**config.mk**
```make
export PLATFORM = sky130hd
export DESIGN_NAME = mem_access_stage
export DESIGN_NICKNAME = d
export VERILOG_FILES = /design/src/rtl/core_mem_pkg.sv /design/src/rtl/mem_timeout_ctr.sv /design/src/rtl/mem_access_stage.sv
export SDC_FILE = /design/constraint.sdc
export NUM_CORES = 1
export LEC_CHECK = 0
export ABC_AREA = 1
export CORE_ASPECT_RATIO = 2
export CORE_MARGIN = 4
export CORE_UTILIZATION = 35
export DETAILED_ROUTE_END_ITERATION = 12
export GPL_TIMING_DRIVEN = 0
export PLACE_DENSITY = 0.75
export REMOVE_ABC_BUFFERS = 1
export SYNTH_ARGS = -nofsm -noshare
export SYNTH_HDL_FRONTEND = slang
export SYNTH_SLANG_ARGS = --single-unit
export TNS_END_PERCENT = 1
```
**constraint.sdc**
```tcl
create_clock -name clk -period 2.71 [get_ports clk]
set_clock_uncertainty 0.15 [all_clocks]
set_input_delay 0.542 -clock clk [delete_from_list [all_inputs] [get_ports clk]]
set_output_delay 0.542 -clock clk [all_outputs]
set_load 0.1 [all_outputs]
```
**src/rtl/core_mem_pkg.sv**
```systemverilog
// Shared types for the memory stage and the MEM/WB register of the 16-bit core.
package core_mem_pkg;

    localparam int unsigned DEFAULT_ARQ = 16;

    typedef enum logic [1:0] {
        IDLE,
        ACCESS,
        DONE
    } mem_state_t;

    typedef struct packed {
        logic                   mem_rd_mux;
        logic                   wb_enable;
        logic                   pc_en;
        logic [DEFAULT_ARQ-1:0] alu_result;
        logic [DEFAULT_ARQ-1:0] mem_result;
        logic [DEFAULT_ARQ-1:0] wb_imm;
        logic [2:0]             wb_dest;
    } wb_bundle_t;

endpackage

```
**src/rtl/mem_timeout_ctr.sv**
```systemverilog
// Access watchdog: counts enabled cycles and flags the last allowed one.
module mem_timeout_ctr #(
    parameter int unsigned CNT_W   = 8,
    parameter int unsigned TIMEOUT = 255
) (
    input  logic clk,
    input  logic rst,
    input  logic clr,
    input  logic en,
    output logic expired
);

    localparam logic [CNT_W-1:0] LAST = CNT_W'(TIMEOUT - 1);

    logic [CNT_W-1:0] cnt_q;

    always_ff @(posedge clk) begin
        if (rst || clr) begin
            cnt_q <= '0;
        end else if (en) begin
            cnt_q <= cnt_q + CNT_W'(1);
        end
    end

    assign expired = en && (cnt_q == LAST);

endmodule

```
**src/rtl/mem_access_stage.sv**
```systemverilog
// MEM stage: issues one data-memory access per load/store over req/ack, stalls
// upstream while it is outstanding and presents the write-back bundle.
module mem_access_stage
    import core_mem_pkg::*;
#(
    parameter int unsigned ARQ     = DEFAULT_ARQ,
    parameter int unsigned TIMEOUT = 255,
    parameter int unsigned CNT_W   = 8
) (
    input  logic           clk,
    input  logic           rst,
    input  logic           valid_in,
    input  logic           mem_read_in,
    input  logic           mem_write_in,
    input  logic [ARQ-1:0] alu_result_in,
    input  logic [ARQ-1:0] store_data_in,
    input  logic           wb_enable_in,
    input  logic           mem_rd_mux_in,
    input  logic           pc_en_in,
    input  logic [ARQ-1:0] wb_imm_in,
    input  logic [2:0]     wb_dest_in,
    output logic           dmem_req,
    output logic           dmem_we,
    output logic [ARQ-1:0] dmem_addr,
    output logic [ARQ-1:0] dmem_wdata,
    input  logic           dmem_ack,
    input  logic [ARQ-1:0] dmem_rdata,
    output logic           stall_out,
    output logic           mem_rd_mux_out,
    output logic           wb_enable_out,
    output logic           pc_en_out,
    output logic [ARQ-1:0] alu_result_out,
    output logic [ARQ-1:0] mem_result_out,
    output logic [ARQ-1:0] wb_imm_out,
    output logic [2:0]     wb_dest_out,
    output logic           bus_err_out
);

    mem_state_t state;
    wb_bundle_t lat_q;   // latched EX/MEM fields; mem_result is the result register
    wb_bundle_t bundle;
    logic       err_q;
    logic       mem_op;
    logic       expired;

    assign mem_op = valid_in & (mem_read_in | mem_write_in);

    mem_timeout_ctr #(
        .CNT_W  (CNT_W),
        .TIMEOUT(TIMEOUT)
    ) u_timeout (
        .clk    (clk),
        .rst    (rst),
        .clr    (state != ACCESS),
        .en     (state == ACCESS),
        .expired(expired)
    );

    always_ff @(posedge clk) begin
        if (rst) begin
            state      <= IDLE;
            dmem_req   <= 1'b0;
            dmem_we    <= 1'b0;
            dmem_wdata <= '0;
            lat_q      <= '0;
            err_q      <= 1'b0;
        end else begin
            unique case (state)
                IDLE: begin
                    if (mem_op) begin
                        lat_q.mem_rd_mux <= mem_rd_mux_in;
                        lat_q.wb_enable  <= wb_enable_in;
                        lat_q.pc_en      <= pc_en_in;
                        lat_q.alu_result <= alu_result_in;
                        lat_q.mem_result <= '0;
                        lat_q.wb_imm     <= wb_imm_in;
                        lat_q.wb_dest    <= wb_dest_in;
                        dmem_req         <= 1'b1;
                        dmem_we          <= mem_write_in;  // write wins over read
                        dmem_wdata       <= store_data_in;
                        err_q            <= 1'b0;
                        state            <= ACCESS;
                    end
                end
                ACCESS: begin
                    // An ack on the final allowed cycle beats the timeout.
                    if (dmem_ack) begin
                        lat_q.mem_result <= dmem_we ? '0 : dmem_rdata;
                        dmem_req         <= 1'b0;
                        dmem_we          <= 1'b0;
                        state            <= DONE;
                    end else if (expired) begin
                        lat_q.mem_result <= '0;
                        dmem_req         <= 1'b0;
                        dmem_we          <= 1'b0;
                        err_q            <= 1'b1;
                        state            <= DONE;
                    end
                end
                DONE: begin
                    err_q <= 1'b0;
                    state <= IDLE;
                end
                default: state <= IDLE;
            endcase
        end
    end

    assign dmem_addr = lat_q.alu_result;

    always_comb begin
        bundle      = '0;
        stall_out   = 1'b0;
        bus_err_out = 1'b0;
        if (!rst) begin
            unique case (state)
                IDLE: begin
                    if (mem_op) begin
                        stall_out = 1'b1;
                    end else begin
                        bundle.wb_enable  = wb_enable_in & valid_in;
                        bundle.pc_en      = pc_en_in;
                        bundle.alu_result = alu_result_in;
                        bundle.wb_imm     = wb_imm_in;
                        bundle.wb_dest    = wb_dest_in;
                    end
                end
                ACCESS: stall_out = 1'b1;
                DONE: begin
                    bundle           = lat_q;
                    bundle.wb_enable = lat_q.wb_enable & ~err_q;
                    bus_err_out      = err_q;
                end
                default: ;
            endcase
        end
    end

    assign mem_rd_mux_out = bundle.mem_rd_mux;
    assign wb_enable_out  = bundle.wb_enable;
    assign pc_en_out      = bundle.pc_en;
    assign alu_result_out = bundle.alu_result;
    assign mem_result_out = bundle.mem_result;
    assign wb_imm_out     = bundle.wb_imm;
    assign wb_dest_out    = bundle.wb_dest;

endmodule

```
# Word level (Yosys, flattened, before mapping)
# Index checks and enable logic that the tools add are counted.
# totals
memories,0
romBits,0
output_inout_bits,90
latchBits,0
ramBits,0
register_bits,83
in_bits,76
# op_classes
n_bitwise,5
n_eq_ne,8
n_addsub,1
n_mux,31
shifts,0
n_mul,0
n_div,0
order_cmp,0
reduce_logical,9
# ops
cell,n
$mux W16,4
$mux W54,1
$pmux W19 S2,1
$pmux W18 S2,1
$mux W35,1
$pmux W16 S2,1
$mux W19,1
$mux W18,1
$mux W1,12
$add A8 B1 Y8 const B,1
$eq A8 B8 Y1 const B,1
$mux W2,3
$ne A2 B2 Y1 const B,3
$pmux W1 S2,3
$pmux W2 S2,1
$reduce_and A2 Y1,2
$reduce_and A4 Y1,1
$and A1 B1 Y1,3
$ne A3 B3 Y1 const B,1
$pmux W1 S3,1
$reduce_and A3 Y1,1
$reduce_bool A3 Y1,1
$eq A2 B1 Y1 const B,1
$eq A2 B2 Y1 const B,1
other kinds (7),7

# Depth between registers and ports, before layout
# Gate-level depths: netlist of the first run.
# logic_depth
word_depth,5
depth_mapped,10
mapped_depth_nobuf,9

# Cells and area by module
# A second synthesis of the first run with hierarchy kept.
# unflattened
hier_cells,572
area_unflattened_um2,3902.5
# by_module_without_submodules
mod,instances,cells_per_inst,area_each_um2
mem_access_stage,1,520,3508.4
mem_timeout_ctr,1,52,394.1

# Worst setup path after synthesis of the first run
# Ideal clock, no wire load.
# synth_path
path_kind,input to output
startpoint,input port rst
endpoint,output port mem_rd_mux_out
path_buffers,1
t_required_ps,2018
t_arrival_ps,2817
setup_slack_ps,-799
cell_stages,2
cell_sequence,clkbuf_1 -> nor3_1
# synth_via
elab_chain_cells,1
# synth_lines
element,line_no,text
start: declaration,mem_access_stage.sv:11,"input logic rst,"
$mux W54,mem_access_stage.sv:115,if (!rst) begin
end: declaration,mem_access_stage.sv:29,"output logic mem_rd_mux_out,"
# Every way passes these cells.

# Worst setup path in the final report of the first run
# layout_path
startpoint,register state[1]
endpoint,output port wb_imm_out[9]
# layout_via
elab_chain_cells,3
elab_cells_between_ends,4
classes_between,1 x eq/ne; 2 x mux; 1 x reduce/logical
# layout_lines
element,line_no,text
start: declaration,mem_access_stage.sv:39,mem_state_t state;
start signal: assignment,mem_access_stage.sv:61,state <= IDLE;
start signal: assignment,mem_access_stage.sv:82,state <= ACCESS;
start signal: assignment,mem_access_stage.sv:91,state <= DONE;
$eq A2 B2 Y1 / $logic_not A2 Y1 (equally long branches),mem_access_stage.sv:116,unique case (state)
$pmux W19 S2 (*),mem_access_stage.sv:116,
$mux W54 (*),mem_access_stage.sv:115,
end: declaration,mem_access_stage.sv:34,"output logic [ARQ-1:0] wb_imm_out,"
# Every way passes the cells marked *; elsewhere a longest branch is shown, timed or not.

==> results of run 1 <==
[critical path, cell delays in order (launching register included)]
cell                        delay, ns
sky130_fd_sc_hd__dfxtp_4         0.47
sky130_fd_sc_hd__nor2_4          0.15
sky130_fd_sc_hd__inv_1           0.08
sky130_fd_sc_hd__a21oi_4         0.13
sky130_fd_sc_hd__buf_12          0.16
sky130_fd_sc_hd__clkbuf_16       0.17
sky130_fd_sc_hd__nand2_2         0.06
sky130_fd_sc_hd__a21oi_2         0.17
sky130_fd_sc_hd__buf_8           0.22
[layout make-up]
| class | count | area (um^2) |
|---|---|---|
| clock inverter | 4 | 50.0 |
| inverter | 16 | 67.6 |
| tap | 137 | 171 |
| multi-input combinational | 409 | 1980 |
| timing repair buffer | 178 | 1940 |
| clock buffer | 12 | 246 |
| sequential | 83 | 1670 |
| fill | 954 | 4480 |
[per-stage QoR]
| stage | hold WS, ns | power (uW) |
|---|---|---|
| finish | 0.310 | 3720 |
| global route | 0.326 | 3860 |
| CTS | 0.313 | 3640 |
| detailed placement | 0.303 | 2390 |
| global placement | 0.292 | 2360 |
| floorplan | 0.282 | 2020 |
[power groups by stage]
stage                     registers, uW  clock network [uW]  logic, uW
after global routing               1340                1310       1220
after floorplan                    1580                   0        445
final                              1330                1230       1160
after CTS                          1330                1260       1050
after detailed placement           1360                   0       1030
after global placement             1350                   0       1010
[final timing paths]
check	from	slack [ns]	cells past startpoint	endpoint
worst max-delay path	state[1]	0.08	8	wb_imm_out[9]
worst max register to register	state[1]	0.40	6	dmem_wdata[10]
worst min-delay path	lat_q[53]	0.31	2	lat_q[53]
worst min register to register	lat_q[53]	0.31	2	lat_q[53]
[flip-flops by register name, indices dropped and copies added, names as in the netlist]
register / count
state: 2
err_q: 1
dmem_addr: 16
lat_q: 38
u_timeout.cnt_q: 8
dmem_we: 1
dmem_req: 1
dmem_wdata: 16
[metal layers]
layer | track usage [%] | vias to the layer above | wire length [um]
met3 | 5.43 | 22 | 900
met5 | 0 | - | 0
met2 | 34.6 | 163 | 7730
met4 | 7.13 | 0 | 325
li1 | - | 2084 | -
met1 | 19.5 | 2021 | 4920
[timing repair]
action	in CTS	in global routing
gates resized for setup	378	69
pin swaps	0	14
buffers inserted	0	7
hold endpoints to repair	0	0
setup endpoints to repair	128	104
gates cloned	0	6
[logic make-up (layout without fill, tap and decap cells)]
| logic type | count (synthesis) | in the layout | share of synthesized area [%] |
|---|---|---|---|
| AO/OA/AOI/OAI | 122 | 122 | 16.1 |
| XOR/XNOR | 2 | 2 | 0.457 |
| adder cells (fa/ha/maj) | 2 | 2 | 0.653 |
| buffers and inverters | 71 | 210 | 9.47 |
| flip-flops | 83 | 83 | 43.4 |
| AND/OR/NAND/NOR | 281 | 283 | 30.0 |
[layout by cell type, fill, tap and decap left out, drive strengths merged, types with 2 or more instances in the layout]
| cell type | netlist | final |
|---|---|---|
| a21oi | 114 | 114 |
| nor2 | 30 | 30 |
| nor3 | 3 | 3 |
| nand3 | 40 | 42 |
| o21ai | 5 | 5 |
| a31oi | 2 | 2 |
| clkbuf | 20 | 15 |
| nand2 | 204 | 204 |
| clkinvlp | 0 | 2 |
| inv | 15 | 16 |
| clkdlybuf4s50 | 0 | 105 |
| dfxtp | 83 | 83 |
| nand4 | 2 | 2 |
| buf | 35 | 67 |
| ha | 2 | 2 |
| dlymetal6s2s | 0 | 3 |
==> run summary, run 1 <==
result of the run -> completed
worst path required time -> 2.02 ns
Worst Slack Setup Final -> 0.0788 ns
last weighted congestion value of the routability-driven placer -> 0.755
leading area contributor after synthesis -> sky130_fd_sc_hd__dfxtp_1
signal arrival time at the worst endpoint -> 1.94 ns
Placement Setup Slack -> -1.88 ns
deepest level of the CTS H-tree -> 3
cells after synthesis -> 561
Num Clock Sinks -> 83
Clk Latency, worst-skew pair -> 0.33 ns
largest net degree at the start of global routing -> 93
portion of the post-synthesis area used by sequential elements -> 43.4%
Die H -> 156 um
post-route DRC violation count -> 0
placed wire-length estimate after detailed placement -> 8250 um
commonest register cell after synthesis -> sky130_fd_sc_hd__dfxtp_1
detailed-route vias per instance -> 5.11
leakage power -> 0.00226 uW
clock tree from TritonCTS -> yes
GRT Util Overall -> 18.9%
combinational cell fraction of total power -> 31.2%
Seq cells post-synth -> 83
top cells by count, synth -> sky130_fd_sc_hd__nand2_1 (203), sky130_fd_sc_hd__a21oi_1 (114), sky130_fd_sc_hd__dfxtp_1 (83)
category of the worst setup path launch point -> flip-flop
top cells by area in the synthesized netlist -> sky130_fd_sc_hd__dfxtp_1 (43%), sky130_fd_sc_hd__nand2_1 (20%), sky130_fd_sc_hd__a21oi_1 (15%)
share of total power consumed by net switching -> 36.0%
worst hold-check path type -> reg -> reg
Final Critical Period -> 2.63 ns
clock root buffer master -> sky130_fd_sc_hd__clkbuf_16
DRT antenna net count -> 0
Net Switching -> 1340 uW
fin nets -> 775
number of endpoints failing setup at the final stage -> 0
final total negative setup slack -> 0 ns
top-area cell type share of the netlist area -> 43.4%
DR iter-0 viols -> 205
TritonCTS Buffers -> 9
core area -> 10,600 um^2
starting density of the core -> 36.1%
synth warn -> 0
Antenna Cells -> 0
first-pass GRT wire length -> 19,100 um
vias in the first global route -> 4,139
number of port buffers -> 165
relative slew slack -> 32.3%
synth unique cells -> 28
maximum vdd drop -> 0.383 mV
number of hold violations in the final report -> 0
drt first pass iters -> 5
maximum frequency from static timing analysis -> 380 MHz
power density relative to cell area -> 607 nW/um^2
vias -> 4,290
Worst-Margin Slew -> 1.01 ns
clock transition time at the flip-flop clock pins of the worst setup and hold paths -> 0.06 ns
average instance area after synthesis -> 6.83 um^2
fin area -> 6130 um^2
number of buffers inserted by hold repair at cts -> 0
Placed Cells -> 810
fraction of layout cells with a size suffix above 1 -> 19.1%
# Max-Cap Violations -> 0
Area after DPL -> 5420 um^2
most frequently used cell type in the post-synthesis netlist -> sky130_fd_sc_hd__nand2_1
share of the core filled with cells in the final layout -> 57.7%
Cell Rows -> 53
number of max-slew violations in the final report -> 0
highest fanout seen on the critical path -> 21
Critical Path Sink Type -> primary output
number of non-filler instances in the completed layout -> 839
clock power share -> 33.0%
startpoint-to-endpoint class of the critical path -> reg -> out
period utilization -> 97.1%
number of enable flip-flop cells after synthesis -> 0
Clock Tree Buf Depth -> 2
initial antenna violation count -> 0
Routed WL per cell -> 16.5 um
post-synthesis async set-or-reset flop share -> 0%
aggregate global routing overflow -> 0
proportion of power drawn by flip-flops and latches -> 35.8%
final routed wirelength across all metal layers -> 13,900 um
die area -> 12,800 um^2
number of top-level pins -> 166
width of the die -> 82.0 um
layout overhead on the synthesized area -> 59.9%
Internal Pwr Total -> 2380 uW
Post-Syn Area -> 3830 um^2
Note: power is estimated with default switching activity, not from simulation.
==> inputs of run 2 (changes only) <==
--- a/config.mk
+++ b/config.mk
@@ -6,9 +6,11 @@
 export NUM_CORES = 1
 export LEC_CHECK = 0
 export ABC_AREA = 1
+export CAP_MARGIN = 20
 export CORE_ASPECT_RATIO = 2
 export CORE_MARGIN = 4
 export CORE_UTILIZATION = 35
+export CTS_BUF_LIST = sky130_fd_sc_hd__clkbuf_4 sky130_fd_sc_hd__clkbuf_8 sky130_fd_sc_hd__clkbuf_16
 export DETAILED_ROUTE_END_ITERATION = 12
 export GPL_TIMING_DRIVEN = 0
 export PLACE_DENSITY = 0.75
==> constraint.sdc (replaced) <==
create_clock -name clk -period 2.45 [get_ports clk]
set_clock_uncertainty 0.15 [all_clocks]
set_input_delay 0.49 -clock clk [delete_from_list [all_inputs] [get_ports clk]]
set_output_delay 0.49 -clock clk [all_outputs]
set_load 0.1 [all_outputs]
==> run summary, run 2 (same netlist as run 1, synthesis figures left out) <==
share of total power consumed by net switching -> 34.2%
Routed WL per cell -> 16.6 um
combinational cell fraction of total power -> 30.5%
drt first pass iters -> 4
Clk Latency, worst-skew pair -> 0.33 ns
Final Critical Period -> 2.44 ns
Clock Tree Buf Depth -> 2
number of non-filler instances in the completed layout -> 838
number of port buffers -> 165
worst path required time -> 1.81 ns
die area -> 12,800 um^2
DR iter-0 viols -> 222
Critical Path Sink Type -> primary output
slack of the worst reg-to-reg path -> 0.19 ns
DRT antenna net count -> 0
post-route DRC violation count -> 0
last weighted congestion value of the routability-driven placer -> 0.755
result of the run -> completed
clock tree from TritonCTS -> yes
TritonCTS Buffers -> 9
Net Switching -> 1500 uW
launch instance of the worst min-delay path -> mem_write_in
destination of the worst register-to-register timing path -> dmem_addr[12]
last element of the critical path -> wb_imm_out[4]
# Max-Cap Violations -> 0
Most flops, register -> lat_q
power density relative to cell area -> 683 nW/um^2
starting density of the core -> 36.1%
period utilization -> 99.4%
Area after DPL -> 5440 um^2
vias in the first global route -> 4,341
startpoint-to-endpoint class of the critical path -> in -> out
initial antenna violation count -> 0
clock transition time at the flip-flop clock pins of the worst setup and hold paths -> 0.06 ns
Critical R2R Launch -> state[0]
most frequent cells in the layout -> sky130_fd_sc_hd__nand2_1 (187), sky130_fd_sc_hd__a21oi_1 (84), sky130_fd_sc_hd__dfxtp_1 (81)
category of the worst setup path launch point -> input pin
number of endpoints failing setup at the final stage -> 0
Hold Slack -> 0.278 ns
leakage power -> 0.00253 uW
layout overhead on the synthesized area -> 67.4%
number of top-level pins -> 166
fraction of layout cells with a size suffix above 1 -> 21.4%
proportion of power drawn by flip-flops and latches -> 33.4%
Met3 Routed Length -> 907 um
number of max-slew violations in the final report -> 0
number of buffers inserted by hold repair at cts -> 0
maximum vdd drop -> 0.601 mV
worst-case reg-to-reg path depth -> 6
length of routed wiring on met1 -> 5060 um
clock power share -> 36.1%
final total negative setup slack -> 0 ns
clock root buffer master -> sky130_fd_sc_hd__clkbuf_16
signal arrival time at the worst endpoint -> 1.80 ns
Num Clock Sinks -> 83
Critical path origin -> mem_read_in
share of the core filled with cells in the final layout -> 60.4%
width of the die -> 82.0 um
maximum frequency from static timing analysis -> 411 MHz
number of flip-flops in the largest register -> 38
vias -> 4,287
detailed-route vias per instance -> 5.12
Cell Rows -> 53
relative slew slack -> 32.6%
Die H -> 156 um
Internal Pwr Total -> 2880 uW
core area -> 10,600 um^2
met2 WL post-DR -> 7630 um
highest fanout seen on the critical path -> 7
most common library cell in the layout ignoring fill and taps -> sky130_fd_sc_hd__nand2_1
setup repair after global routing missed its margin -> true
number of hold violations in the final report -> 0
largest net degree at the start of global routing -> 93
final routed wirelength across all metal layers -> 13,900 um
deepest level of the CTS H-tree -> 3
Antenna Cells -> 0
Worst-Margin Slew -> 1.01 ns
worst hold-check path type -> in -> reg
fin nets -> 774
top layer used by detailed routing -> met4
fin area -> 6410 um^2
aggregate global routing overflow -> 0
first-pass GRT wire length -> 21,100 um
Placed Cells -> 811
placed wire-length estimate after detailed placement -> 8390 um
GRT Util Overall -> 21.2%
run 2: metrics by stage:
stage          total power [uW]  worst slack [ns]
2_1_floorplan              2240             -2.08
5_1_grt                    4540           -0.0278
6_report                   4380            0.0144
3_5_place_dp               2650             -1.45
4_1_cts                    4420           -0.0754
3_3_place_gp               2610             -4.96
run 2: per-layer routing:
layer	vias up	GRT usage, %
met4	0	9.19
met5	-	0
met3	25	5.95
li1	2078	-
met2	175	38.1
met1	2009	22.0
run 2: worst min path at each step:
stage / cells after the start / to / slack [ns]
2_1_floorplan: 2 / u_timeout.cnt_q[6] / 0.28
3_3_place_gp: 2 / lat_q[53] / 0.29
3_5_place_dp: 2 / lat_q[53] / 0.30
4_1_cts: 3 / dmem_we / 0.26
5_1_grt: 3 / dmem_we / 0.31
6_report: 3 / dmem_we / 0.28
run 2: power groups by stage:
stage	registers (uW)	clock network (uW)	logic [uW]
floorplan	1750	0	492
global placement	1500	0	1120
detailed placement	1500	0	1150
CTS	1460	1620	1340
global route	1470	1670	1390
finish	1460	1580	1330
run 2: critical path, stage by stage:
cell and delay, ns:
sky130_fd_sc_hd__buf_2 0.10, sky130_fd_sc_hd__or2_4 0.27, sky130_fd_sc_hd__a21oi_4 0.16, sky130_fd_sc_hd__buf_8 0.16, sky130_fd_sc_hd__buf_16 0.13, sky130_fd_sc_hd__nand2_1 0.08, sky130_fd_sc_hd__a21oi_2 0.19, sky130_fd_sc_hd__buf_12 0.20
run 2: timing repair:
item                       CTS  global route
resized for setup          508            33
setup buffers               10             1
cloned                       3             1
pin swaps                   12            17
setup endpoints to repair  144            58
run 2: area by class of cell:
class,count,area [um^2]
Inverter,16,85.1
Sequential cell,83,1670
Clock buffer,12,254
Timing Repair Buffer,179,2030
Multi-Input combinational cell,407,2100
Fill cell,909,4200
Clock inverter,4,97.6
Tap cell,137,171
